<file path="config.mk">
export PLATFORM = sky130hd
export DESIGN_NAME = uart_tx_fifo
export DESIGN_NICKNAME = d
export VERILOG_FILES = /design/src/rtl/uart_tx_fifo.sv
export SDC_FILE = /design/constraint.sdc
export NUM_CORES = 1
export LEC_CHECK = 0
export CORE_MARGIN = 8
export CORE_UTILIZATION = 61
export DETAILED_ROUTE_END_ITERATION = 16
export GPL_ROUTABILITY_DRIVEN = 0
export PLACE_DENSITY = 0.79
export SYNTH_ARGS = -nofsm -noshare
export SYNTH_HDL_FRONTEND = slang
export SYNTH_SLANG_ARGS = --single-unit
</file>
<file path="constraint.sdc">
create_clock -name CLK -period 3.55 [get_ports CLK]
set_clock_uncertainty 0.15 [all_clocks]
set_input_delay 1.065 -clock CLK [delete_from_list [all_inputs] [get_ports CLK]]
set_output_delay 1.065 -clock CLK [all_outputs]
set_load 0.05 [all_outputs]
</file>
<file path="src/rtl/uart_tx_fifo.sv">
// uart_tx_fifo: byte FIFO feeding a UART transmitter with configurable
// data bits, parity and stop bits; frames are sent back to back while data is queued.
module uart_tx_fifo #(
  parameter int CLK_HZ     = 12_000_000,
  parameter int BIT_RATE   = 9600,
  parameter int DATA_BITS  = 8,
  parameter int PARITY     = 0,
  parameter int STOP_BITS  = 1,
  parameter int FIFO_DEPTH = 16
) (
  input  logic                          CLK,
  input  logic                          RST_N,
  input  logic                          WR,
  input  logic [7:0]                    DATA,
  output logic                          TX,
  output logic                          BUSY,
  output logic                          FULL,
  output logic                          EMPTY,
  output logic [$clog2(FIFO_DEPTH):0]   LEVEL,
  output logic                          OVERRUN
);
  localparam int CPB = CLK_HZ / BIT_RATE;
  localparam int CW = $clog2(CPB + 1);
  localparam int AW = $clog2(FIFO_DEPTH);
  localparam int LW = AW + 1;
  localparam logic HAS_PAR = PARITY != 0;
  localparam logic ODD = PARITY == 1;
  typedef enum logic [2:0] {S_IDLE, S_START, S_DATA, S_PAR, S_STOP} state_t;
  state_t st;
  logic [DATA_BITS-1:0] mem [FIFO_DEPTH];
  logic [DATA_BITS-1:0] sh, head;
  logic [AW-1:0] wp, rp;
  logic [CW-1:0] cnt;
  logic [2:0] bidx;
  logic [LW-1:0] lvl_nxt;
  logic par, bit_end, wr_ok, pop;
  assign head = mem[rp];
  assign bit_end = cnt == CW'(CPB - 1);
  assign wr_ok = WR && !FULL;
  // pop either from idle or right at the end of the last stop bit, so queued frames follow with no gap
  assign pop = !EMPTY && (st == S_IDLE || (st == S_STOP && bit_end && bidx == 3'(STOP_BITS - 1)));
  assign lvl_nxt = LEVEL + LW'(wr_ok) - LW'(pop);
  assign BUSY = st != S_IDLE || !EMPTY;
  always_ff @(posedge CLK)
    if (wr_ok) mem[wp] <= DATA[DATA_BITS-1:0];
  always_ff @(posedge CLK or negedge RST_N)
    if (!RST_N) begin
      wp <= '0;
      rp <= '0;
      LEVEL <= '0;
      FULL <= 1'b0;
      EMPTY <= 1'b1;
      OVERRUN <= 1'b0;
    end else begin
      wp <= wp + AW'(wr_ok);
      rp <= rp + AW'(pop);
      LEVEL <= lvl_nxt;
      FULL <= lvl_nxt == LW'(FIFO_DEPTH);
      EMPTY <= lvl_nxt == '0;
      OVERRUN <= OVERRUN | (WR && FULL);
    end
  always_ff @(posedge CLK or negedge RST_N)
    if (!RST_N) begin
      st <= S_IDLE;
      TX <= 1'b1;
      cnt <= '0;
      bidx <= '0;
      sh <= '0;
      par <= 1'b0;
    end else if (pop) begin
      st <= S_START;
      TX <= 1'b0;
      cnt <= '0;
      bidx <= '0;
      sh <= head;
      par <= ^head;
    end else if (st != S_IDLE) begin
      cnt <= bit_end ? '0 : cnt + 1'b1;
      if (bit_end)
        case (st)
          S_START: begin
            st <= S_DATA;
            TX <= sh[0];
          end
          S_DATA: begin
            if (bidx == 3'(DATA_BITS - 1)) begin
              bidx <= '0;
              st <= HAS_PAR ? S_PAR : S_STOP;
              TX <= HAS_PAR ? par ^ ODD : 1'b1;
            end else begin
              bidx <= bidx + 1'b1;
              sh <= sh >> 1;
              TX <= sh[1];
            end
          end
          S_PAR: begin
            st <= S_STOP;
            TX <= 1'b1;
          end
          S_STOP: begin
            st <= bidx == 3'(STOP_BITS - 1) ? S_IDLE : S_STOP;
            bidx <= bidx == 3'(STOP_BITS - 1) ? '0 : bidx + 1'b1;
          end
          default: st <= S_IDLE;
        endcase
    end
endmodule

</file>
### Word level (Yosys, flattened, before mapping)

Memory sizes are Yosys's and may differ from the RTL's.
Index checks and enable logic that the tools add are counted.

| cells by class | value |
|---|---|
| add/subtract/negate cells | 6 |
| eq/ne operators | 9 |
| mux-type cells | 27 |
| bitwise operators | 1 |
| reduce and logical (&&, ||, !) cells | 22 |

Operator list:

| kind | number |
|---|---|
| $mux W8 | 5 |
| $mux W11 | 3 |
| $mux W3 | 10 |
| $pmux W3 S4 | 1 |
| $add A11 B1 Y11 const B | 1 |
| $eq A11 B11 Y1 const B | 1 |
| $reduce_and A3 Y1 | 3 |
| $add A4 B1 Y4 | 2 |
| $eq A3 B2 Y1 const B | 2 |
| $eq A3 B3 Y1 const B | 2 |
| $logic_not A3 Y1 | 2 |
| $mux W1 | 6 |
| $pmux W3 S2 | 1 |
| $reduce_bool A2 Y1 | 3 |
| $reduce_bool A3 Y1 | 2 |
| $add A5 B1 Y5 | 1 |
| $eq A5 B5 Y1 const B | 1 |
| $logic_and A1 B1 Y1 | 5 |
| $logic_not A5 Y1 | 1 |
| $sub A5 B1 Y5 | 1 |
| $reduce_and A4 Y1 | 1 |
| $reduce_bool A4 Y1 | 1 |
| $add A3 B1 Y3 const B | 1 |
| $eq A3 B1 Y1 const B | 1 |
| 6 further kinds | 8 |

| word-level totals | value |
|---|---|
| register bits | 42 |
| memory bits (writable) | 128 |
| input bits | 11 |
| output and inout port bits | 10 |
| word-level logic and storage cells | 77 |
| memories kept | 1 |

Memory list:

| name | words | bits a word | rd ports | clocked after memory_dff | write ports | RTL line | source |
|---|---|---|---|---|---|---|---|
| mem | 16 | 8 | 1 | 0 | 1 | 30 | `logic [DATA_BITS-1:0] mem [FIFO_DEPTH];` |

### Longest topological paths before layout

Gate-level depths: netlist of the first run.

| depth | value |
|---|---|
| word-level depth | 7 |
| depth in mapped cells | 16 |
| depth with buffers taken out | 16 |

### Worst setup path before layout of the first run

No wires, ideal clock.

| timing path | value |
|---|---|
| path type | register to register |
| from | register cnt[1] |
| to | register FULL |
| library setup time | 0.073 ns |
| arrival | 2.869 ns |
| data required time | 3.327 ns |
| slack | 0.458 ns |
| cell stages (with the launch flop) | 15 |
| path buffers | 0 |
| clock period less this slack | 3.092 ns |
| cell sequence | dfrtp_1 -> inv_1 -> ha_1 -> and4bb_2 -> nand4_2 -> o21a_1 -> inv_1 -> ha_1 -> inv_1 -> ha_1 -> inv_1 -> fa_1 -> inv_1 -> or4_1 -> nor2b_1 |

| on the way | value |
|---|---|
| word-level cells in the longest chain between the ends | 7 |

Ends and longest elaborated chain:

| item | RTL line | source |
|---|---|---|
| start: declaration | 33 | `logic [CW-1:0] cnt;` |
| start signal: assignment | 78 | `cnt <= bit_end ? '0 : cnt + 1'b1;` |
| $eq A11 B11 Y1 | 38 | `assign bit_end = cnt == CW'(CPB - 1);` |
| $logic_and A1 B1 Y1 (2 in series) | 41 | `assign pop = !EMPTY && (st == S_IDLE \|\| (st == S_STOP && bit_end && bidx == 3'(STOP_BITS - 1)));` |
| $logic_or A1 B1 Y1 | 41 |  |
| $logic_and A1 B1 Y1 | 41 |  |
| net pop | 36 | `logic par, bit_end, wr_ok, pop;` |
| $sub A5 B1 Y5 | 42 | `assign lvl_nxt = LEVEL + LW'(wr_ok) - LW'(pop);` |
| net lvl_nxt[1] | 35 | `logic [LW-1:0] lvl_nxt;` |
| $eq A5 B5 Y1 | 58 | `FULL <= lvl_nxt == LW'(FIFO_DEPTH);` |
| end signal: assignment | 58 |  |
| end: declaration | 17 | `output logic FULL,` |

The timed path passes the listed nets, and every way through them passes these cells.
A chain may end at the register's enable or synchronous reset.

### Final worst setup path of the first run

| timing path | value |
|---|---|
| from | register EMPTY |
| to | output BUSY |

| on the way | value |
|---|---|
| word-level cells in the longest chain between the ends | 2 |

Ends and longest elaborated chain:

| item | RTL line | source |
|---|---|---|
| start: declaration | 18 | `output logic EMPTY,` |
| start signal: assignment | 52 | `EMPTY <= 1'b1;` |
| start signal: assignment | 59 | `EMPTY <= lvl_nxt == '0;` |
| $logic_not A1 Y1 | 43 | `assign BUSY = st != S_IDLE \|\| !EMPTY;` |
| $logic_or A1 B1 Y1 | 43 |  |
| end: declaration | 16 | `output logic BUSY,` |

Every way passes these cells.

==> impl_metrics.py, run 1 <==
metrics = {
    "sta": {
        "setup_viol": 0,
        "rsz0062_at_grt": "false",
        "tightestPinTransition_ns": 0.934,
        "setup_slack_ns": 0.187,
        "timing.final.crit_share_pct": 94.7,
        "fmax_ghz": 0.297,
        "slew_headroom_pct": 37.8,
        "finalCriticalPeriod_ns": 3.36,
        "hold_slack_ns": 0.305,
        "final_hold_viol_count": 0,
        "maxSlewViolCount": 0,
    },
    "clock_tree": {
        "clkSinkCount": 170,
        "clkSlewWorstSetupHoldPaths_ns": 0.06,
        "cts_buffers": 17,
        "root_buffer": "clkbuf_16",
        "htreeDepth": 4,
        "holdBufCountCts": 0,
        "insertion_delay_ns": 0.43,
        "cts_tree": "done",
        "clockBufferDepth": 2,
    },
    "power": {
        "switching_share_pct": 27.5,
        "vdd_ir_drop_max_uv": 697,
        "p_per_area_mw_per_mm2": 641,
        "power_frac_seq_pct": 48.2,
        "p_int_mw": 3.79,
        "pwr-share-clk_pct": 35.0,
        "pwr-share-comb_pct": 16.7,
        "power_switching_mw": 1.44,
        "leakagePower_nw": 3.09,
    },
    "worst_hold_path": {
        "hold_start": "OVERRUN",
        "hp-class": "flip-flop to flip-flop",
        "worstHoldPathCells": 1,
        "whs_endpoint": "OVERRUN",
    },
    "yosys": {
        "ys_ff_latch": 170,
        "synth_nets": 448,
        "syn_area_mm2": 0.00714,
        "yosys_warnings": 0,
        "synth.distinct_cells": 49,
        "synth_seq_area_share_pct": 68.6,
        "avgSynthCellArea_um2": 16.9,
        "netlist_instances": 422,
    },
    "setup_path": {
        "timing.rr.end": "FULL",
        "worstRegToRegCells": 12,
        "path_class": "flip-flop to output port",
        "start_kind": "flip-flop",
        "reg2reg_from": "cnt[2]",
        "cp_max_fo": 7,
        "crit_start": "EMPTY",
        "timing.critical_path.to_type": "output port",
        "required_ns": 2.33,
        "arrival_ns": 2.15,
        "reg2reg_slack_ns": 0.25,
    },
    "die": {
        "core_mm2": 0.0114,
        "die_area_mm2": 0.0154,
        "start_util_pct": 62.5,
        "fp-row-count": 39,
        "die_x_um": 124,
        "die_y_um": 124,
        "pin_count": 21,
    },
    "detailed_routing": {
        "routedWlPerCell_um": 21.3,
        "firstDrtPassIters": 4,
        "dr_total_vias": 3806,
        "wirelength_um": 13300,
        "ant_nets": 0,
        "drc_errors": 0,
        "drt-vias-per-instance": 6.11,
        "drtIter0Drc": 322,
    },
    "global_routing": {
        "grt_max_degree": 43,
        "grtUsageTotal_pct": 18.0,
        "antenna_found_initial": 0,
        "grt_pass1_wl_um": 21400,
        "overflow": 0,
        "grt_pass1_vias": 3890,
    },
    "outcome": {
        "status": "completed",
    },
    "flow_run": {
        "max-cap-violations": 0,
    },
    "layout": {
        "fin_nets": 493,
        "insertedDiodeCount": 0,
        "syn_to_final_growth_pct": 14.3,
        "drive_gt1_share_pct": 16.7,
    },
    "placement": {
        "post-place-ws_ns": -0.0288,
        "place_hpwl_um": 8440,
        "portBuffers": 20,
    },
}
==> worst max-delay path by stage <==
| stage | to | slack, ns |
|---|---|---|
| 4_1_cts | BUSY | 0.17 |
| 5_1_grt | FULL | 0.02 |
| 3_3_place_gp | FULL | 0.008 |
| 3_5_place_dp | FULL | -0.03 |
| 2_1_floorplan | FULL | 0.46 |
| 6_report | BUSY | 0.19 |
==> metal layers <==
layer	track usage, %	share of wire (%)	up-vias
met4	7.23	2.0	0
li1	-	-	1744
met2	28.9	51	95
met3	4.94	5.3	19
met5	0	0	-
met1	22.8	41	1948
==> stage by stage <==
step	util (%)	instance area, µm²	setup TNS [ns]	instances	power [mW]
after floorplan	-	7140	0	422	3.11
after global placement	66.2	7560	0	591	3.41
after detailed placement	66.2	7560	-0.0406	591	3.45
after CTS	71.4	8150	0	623	5.28
after global routing	71.5	8160	0	623	5.45
final	71.5	8160	0	623	5.23
==> cells by family after synthesis <==
kind of cell             synth area share [%]
buffers and inverters                    2.70
XOR/XNOR                                 2.08
AO/OA/AOI/OAI                            5.12
adder cells (fa/ha/maj)                  2.73
flip-flops                               68.6
multiplexers                             12.1
AND/OR/NAND/NOR                          6.71
==> registers in the layout (all words and copies together), names as in the netlist <==
signal and count:
EMPTY 1, FULL 1, LEVEL 5, OVERRUN 1, TX 1, bidx 3
cnt 11, mem 128, rp 4, sh 8, st 3, wp 4
==> cell usage after synthesis, drive strengths merged <==
| cell | n | share of area (%) |
|---|---|---|
| edfxtp | 128 | 54 |
| dfrtp | 40 | 14 |
| mux4 | 30 | 10 |
| nor2 | 28 | 1.5 |
| nand2 | 21 | 1.1 |
| inv | 15 | 0.79 |
| buf | 14 | 1.7 |
| ha | 14 | 2.5 |
| a211oi | 12 | 1.3 |
| mux2i | 12 | 1.7 |
| xor2 | 10 | 1.2 |
| nor3 | 9 | 0.63 |
| o21ai | 9 | 0.63 |
| a21oi | 8 | 0.56 |
| a221o | 7 | 0.98 |
| and2 | 7 | 0.61 |
| nand3 | 7 | 0.49 |
| xnor2 | 7 | 0.86 |
| clkbuf | 4 | 0.21 |
| nor2b | 4 | 0.35 |
| a21o | 3 | 0.32 |
| and3 | 3 | 0.26 |
| and4 | 3 | 0.37 |
| nand2b | 3 | 0.26 |
| o31ai | 3 | 0.32 |
| a221oi | 2 | 0.25 |
| dfstp | 2 | 0.74 |
| nand4 | 2 | 0.26 |
| o21a | 2 | 0.21 |
| or4b | 2 | 0.28 |
| a211o | 1 | 0.12 |
| a22o | 1 | 0.12 |
| a22oi | 1 | 0.11 |
| a32oi | 1 | 0.12 |
| and4bb | 1 | 0.18 |
| fa | 1 | 0.28 |
| mux2 | 1 | 0.16 |
| nor4b | 1 | 0.21 |
| o311ai | 1 | 0.12 |
| or3 | 1 | 0.088 |
| or4 | 1 | 0.11 |
==> placed cells by master (no fill, tap or decap), drive strengths merged, types with 3 or more instances in the layout <==
cell type / n
edfxtp: 128
dfrtp: 40
mux4: 30
nor2: 28
buf: 25
nand2: 21
inv: 21
clkdlybuf4s50: 18
clkbuf: 18
ha: 14
mux2i: 12
a211oi: 12
xor2: 10
nor3: 9
o21ai: 9
a21oi: 8
xnor2: 7
and2: 7
nand3: 7
a221o: 7
clkinv: 5
nor2b: 4
nand2b: 3
a21o: 3
and4: 3
o31ai: 3
and3: 3
==> power by group through the flow <==
stage	sequential, mW	clock [mW]	combinational [mW]
after global routing	2.55	1.95	0.954
after global placement	2.55	0	0.856
after floorplan	2.68	0	0.427
after detailed placement	2.56	0	0.885
after CTS	2.53	1.86	0.888
final	2.52	1.83	0.876
==> layout make-up <==
| cell class | count | area (µm²) |
|---|---|---|
| fillers | 714 | 3260 |
| repair buffers | 44 | 374 |
| multi-input cells | 219 | 2060 |
| flip-flops and latches | 170 | 4900 |
| inverters | 15 | 56.3 |
| well taps | 143 | 179 |
| clock inverters | 14 | 163 |
| clock buffers | 18 | 429 |
==> critical path, stage by stage, from the launching register on <==
cell	delay, ns
dfstp_2	0.60
or4b_2	0.66
dlygate4sd2_1	0.46
==> repair_timing <==
item	CTS	global route
gates resized for setup	1	1
setup endpoints to repair	1	2
buffers inserted	0	0
pin swaps	0	0
No activity file was read; power rests on OpenSTA's default activity.
==> run 2, diff against run 1 <==
--- a/config.mk
+++ b/config.mk
@@ -13,3 +13,4 @@
 export SYNTH_ARGS = -nofsm -noshare
 export SYNTH_HDL_FRONTEND = slang
 export SYNTH_SLANG_ARGS = --single-unit
+export TNS_END_PERCENT = 30
==> results of run 2 <==
Final layout, timing and power as in run 1 (identical DEF).
==> run 3, diff against run 2 <==
--- a/config.mk
+++ b/config.mk
@@ -5,6 +5,8 @@
 export SDC_FILE = /design/constraint.sdc
 export NUM_CORES = 1
 export LEC_CHECK = 0
+export ABC_CLOCK_PERIOD_IN_PS = 3550
+export CORE_ASPECT_RATIO = 0.75
 export CORE_MARGIN = 8
 export CORE_UTILIZATION = 61
 export DETAILED_ROUTE_END_ITERATION = 16
==> impl_metrics.py, run 3 (synthesis results as in run 1) <==
metrics = {
    "outcome": {
        "status": "completed",
    },
    "die": {
        "die_area_mm2": 0.0155,
        "fp-row-count": 34,
        "start_util_pct": 61.9,
        "pin_count": 21,
        "core_mm2": 0.0115,
        "die_y_um": 110,
        "die_x_um": 141,
    },
    "sta": {
        "tns_ns": 0,
        "final_hold_viol_count": 0,
        "fmax_ghz": 0.296,
        "slew_headroom_pct": 34.8,
        "finalCriticalPeriod_ns": 3.37,
        "setup_viol": 0,
        "tightestPinTransition_ns": 0.978,
        "maxSlewViolCount": 0,
        "rsz0062_at_grt": "false",
        "timing.final.crit_share_pct": 95.0,
    },
    "worst_hold_path": {
        "whs_endpoint": "OVERRUN",
        "worstHoldPathCells": 1,
        "hold_start": "OVERRUN",
        "hp-class": "flip-flop to flip-flop",
    },
    "clock_tree": {
        "clkSlewWorstSetupHoldPaths_ns": 0.06,
        "htreeDepth": 4,
        "root_buffer": "clkbuf_16",
        "holdBufCountCts": 0,
        "clockBufferDepth": 2,
        "insertion_delay_ns": 0.42,
        "cts_buffers": 17,
        "cts_tree": "done",
        "clkSinkCount": 170,
    },
    "setup_path": {
        "reg2reg_slack_ns": 0.18,
        "cp_max_fo": 4,
        "required_ns": 3.73,
        "timing.rr.end": "FULL",
        "timing.critical_path.to_type": "flip-flop",
        "arrival_ns": 3.56,
        "reg2reg_from": "cnt[1]",
        "start_kind": "flip-flop",
        "worstRegToRegCells": 14,
        "path_class": "flip-flop to flip-flop",
    },
    "layout": {
        "final_cell_mix": "edfxtp_1, dfrtp_1, nor2_1",
        "final_cells": 642,
        "top_register": "mem",
        "fin_util_pct": 70.6,
        "syn_to_final_growth_pct": 13.9,
        "largest_reg_flops": 128,
        "final_common_cell": "edfxtp_1",
        "insertedDiodeCount": 0,
        "fin_nets": 493,
        "drive_gt1_share_pct": 16.9,
        "design_area_mm2": 0.00814,
        "largestRegisters": "mem x128, cnt x11, sh x8",
    },
    "power": {
        "leakagePower_nw": 3.06,
        "finalPower_mw": 5.12,
        "vdd_ir_drop_max_uv": 499,
        "p_per_area_mw_per_mm2": 629,
    },
    "detailed_routing": {
        "firstDrtPassIters": 4,
        "drt-vias-per-instance": 5.97,
        "ant_nets": 0,
        "drtIter0Drc": 455,
        "wirelength_um": 13300,
        "routedWlPerCell_um": 20.7,
        "dr_total_vias": 3831,
        "drc_errors": 0,
    },
    "global_routing": {
        "grt_max_degree": 43,
        "overflow": 0,
        "use_met1_pct": 23.8,
        "grt_pass1_wl_um": 21000,
        "use_met3_pct": 3.86,
        "grtUsageTotal_pct": 18.5,
        "grt_pass1_vias": 3924,
        "antenna_found_initial": 0,
        "top_usage_layer": "met2",
        "met2_usage_pct": 30.6,
    },
    "placement": {
        "place_hpwl_um": 8710,
        "post_dp_cell_area_mm2": 0.00758,
        "dp.cells": 609,
        "portBuffers": 20,
    },
    "flow_run": {
        "max-cap-violations": 0,
    },
}
run 3: repair_timing:
item                                    4_1_cts  5_1_grt
setup buffers                                 0        1
pin swaps                                     0        1
gates cloned                                  0        0
resized for setup                             1        3
endpoints found under the setup margin        1        2
run 3: worst max-delay path: stages, from the launching register on:
cell and delay (ns):
dfrtp_1 0.41, inv_1 0.08, ha_1 0.14, and4bb_2 0.28, nand4_4 0.13, o21a_1 0.22
inv_2 0.10, ha_1 0.23, inv_1 0.06, ha_1 0.17, inv_1 0.07, fa_2 0.52
inv_1 0.05, or4_1 0.52, nor2b_1 0.15
run 3: final cells by class:
| class | count | area, µm² |
|---|---|---|
| clock inverter | 13 | 109 |
| multi-input combinational | 219 | 2060 |
| tap | 162 | 203 |
| clock buffer | 19 | 433 |
| timing repair buffer | 44 | 374 |
| fill | 718 | 3390 |
| sequential | 170 | 4900 |
| inverter | 15 | 56.3 |
run 3: routing by layer:
| metal | vias to the layer above | part of all wire [%] |
|---|---|---|
| met3 | 18 | 5.8 |
| met5 | - | 0 |
| met4 | 0 | 1.5 |
| li1 | 1744 | - |
| met1 | 1955 | 43 |
| met2 | 114 | 50 |
run 3: power by group:
group	internal (mW)	total [mW]	switching (mW)	leakage, nW
Clock	0.916	1.69	0.778	0.259
Sequential	2.40	2.52	0.129	1.67
Combinational	0.348	0.899	0.550	1.13
run 3: through the flow:
step / hold WS (ns) / worst slack [ns]
6_report: 0.304 / 0.176
5_1_grt: 0.360 / 0.0217
4_1_cts: 0.310 / 0.0338
3_5_place_dp: 0.296 / -0.131
3_3_place_gp: 0.297 / -0.00304
2_1_floorplan: 0.301 / 0.458
run 3: worst max path at each step:
| stage | slack (ns) | cells after the start | from | to |
|---|---|---|---|---|
| 3_3_place_gp | -0.003 | 10 | WR | FULL |
| 2_1_floorplan | 0.46 | 14 | cnt[1] | FULL |
| 6_report | 0.18 | 14 | cnt[1] | FULL |
| 4_1_cts | 0.03 | 14 | cnt[1] | FULL |
| 3_5_place_dp | -0.13 | 10 | WR | FULL |
| 5_1_grt | 0.02 | 14 | cnt[1] | FULL |
==> variant: new RTL, flow settings as in run 2 <==
`CLK_HZ`: 12_000_000 -> 24_000_000.
--- a/src/rtl/uart_tx_fifo.sv
+++ b/src/rtl/uart_tx_fifo.sv
@@ -1,7 +1,7 @@
 // uart_tx_fifo: byte FIFO feeding a UART transmitter with configurable
 // data bits, parity and stop bits; frames are sent back to back while data is queued.
 module uart_tx_fifo #(
-  parameter int CLK_HZ     = 12_000_000,
+  parameter int CLK_HZ     = 24_000_000,
   parameter int BIT_RATE   = 9600,
   parameter int DATA_BITS  = 8,
   parameter int PARITY     = 0,
Function: same outputs for any inputs over 10 cycles, from zero or initial values and one cycle with RST_N low; that may be too few to reach the edited logic, so the function may still have changed.
==> variant against run 2 <==
  * Design area grew 2.8%
  * Synthesized cell count rose by 1.4%
  * Sequential cell count increased by 1
  * Setup slack got worse by 0.073 ns
  * Synthesized area fell by 0.16%
  * Hold slack better by 0.021 ns
  * Wire length increased by 9.9%
  * Power is 5.7% higher
  * Register-to-register slack got worse by 0.14 ns
  * Via count increased by 4.4%
  * Largest cell class unchanged
==> variant: results (changes against run 2) <==
Vias in the first global route = 4141 (was 3890)
Wire length per cell = 22.94 µm (was 21.27 µm)
Worst reg2reg startpoint = cnt[0]$_DFFE_PN0N_ (was cnt[2]$_DFFE_PN0N_)
Total track usage = 20.65% (was 18.04%)
Net Count, Synth = 453 (was 448)
Final Non-Filler Cells = 635 (was 623)
Commonest cells post-synth = edfxtp_1, dfrtp_1, mux4_2, nor2_1, mux2i_1 (was edfxtp_1, dfrtp_1, nor2_1, nand2_1)
First-pass GRT wire length = 22970 µm (was 21420 µm)
Worst-path maximum fanout = 5 (was 7)
Adder-cell share of the synthesized area = 2.562% (was 2.733%)
Pre-CTS setup slack = -0.09154 ns (was -0.02883 ns)
Biggest regs = mem x128, cnt x12, sh x8 (was mem x128, cnt x11, sh x8)
Nets@finish = 504 (was 493)
Arr. time, crit path = 3.61 ns (was 2.15 ns)
Status = completed (unchanged)
Via Count = 3973 (was 3806)
Multiplexer share of the synthesized area = 12.51% (was 12.09%)
Cells taking the most area after synthesis = edfxtp_1, dfrtp_1, mux4_2 (was edfxtp_1, dfrtp_1, mux4_1)
Detailed Routing Iterations Pass 1 = 5 (was 4)
Setup crit end = FULL$_DFF_PN0_ (was BUSY)
R2R setup slack = 0.11 ns (was 0.25 ns)
Post-synthesis compound-gate area fraction = 4.913% (was 5.116%)
DP HPWL = 8953 µm (was 8444 µm)
Asr flop ratio synth = 25.15% (was 24.71%)
Cells after DPL = 603 (was 591)
Worst hold slack = 0.3254 ns (was 0.3046 ns)
Syn avg cell area = 16.66 µm² (was 16.92 µm²)
Relative slew slack = 33.17% (was 37.76%)
Seq/Total Area, Yosys = 69.03% (was 68.57%)
Maximum VDD drop = 0.0008577 V (was 0.0006971 V)
-- variant: final cells by class --
| cell class | count | area (µm²) |
|---|---|---|
| clock buffer | 17 | 425.4 |
| clock inverter | 15 | 221.5 |
| fill | 667 | 3029 |
| inverter | 14 | 52.55 |
| multi-input combinational | 224 | 2148 |
| sequential | 171 | 4923 |
| tap | 143 | 178.9 |
| timing repair buffer | 51 | 439.2 |
-- variant: power breakdown --
| group | leakage [µW] | total, µW | internal [µW] | switching [µW] |
|---|---|---|---|---|
| Clock | 0.000295 | 2000 | 1250 | 757 |
| Combinational | 0.00101 | 983 | 368 | 616 |
| Sequential | 0.00169 | 2540 | 2410 | 138 |
-- variant: routing by layer --
layer / GRT usage [%] / up-vias / wire length [µm]
met4: 12.79 / 0 / 592
met5: 0 / - / 0
met3: 3.989 / 32 / 764
met2: 32.70 / 147 / 7325
li1: - / 1776 / -
met1: 26.03 / 2018 / 5886
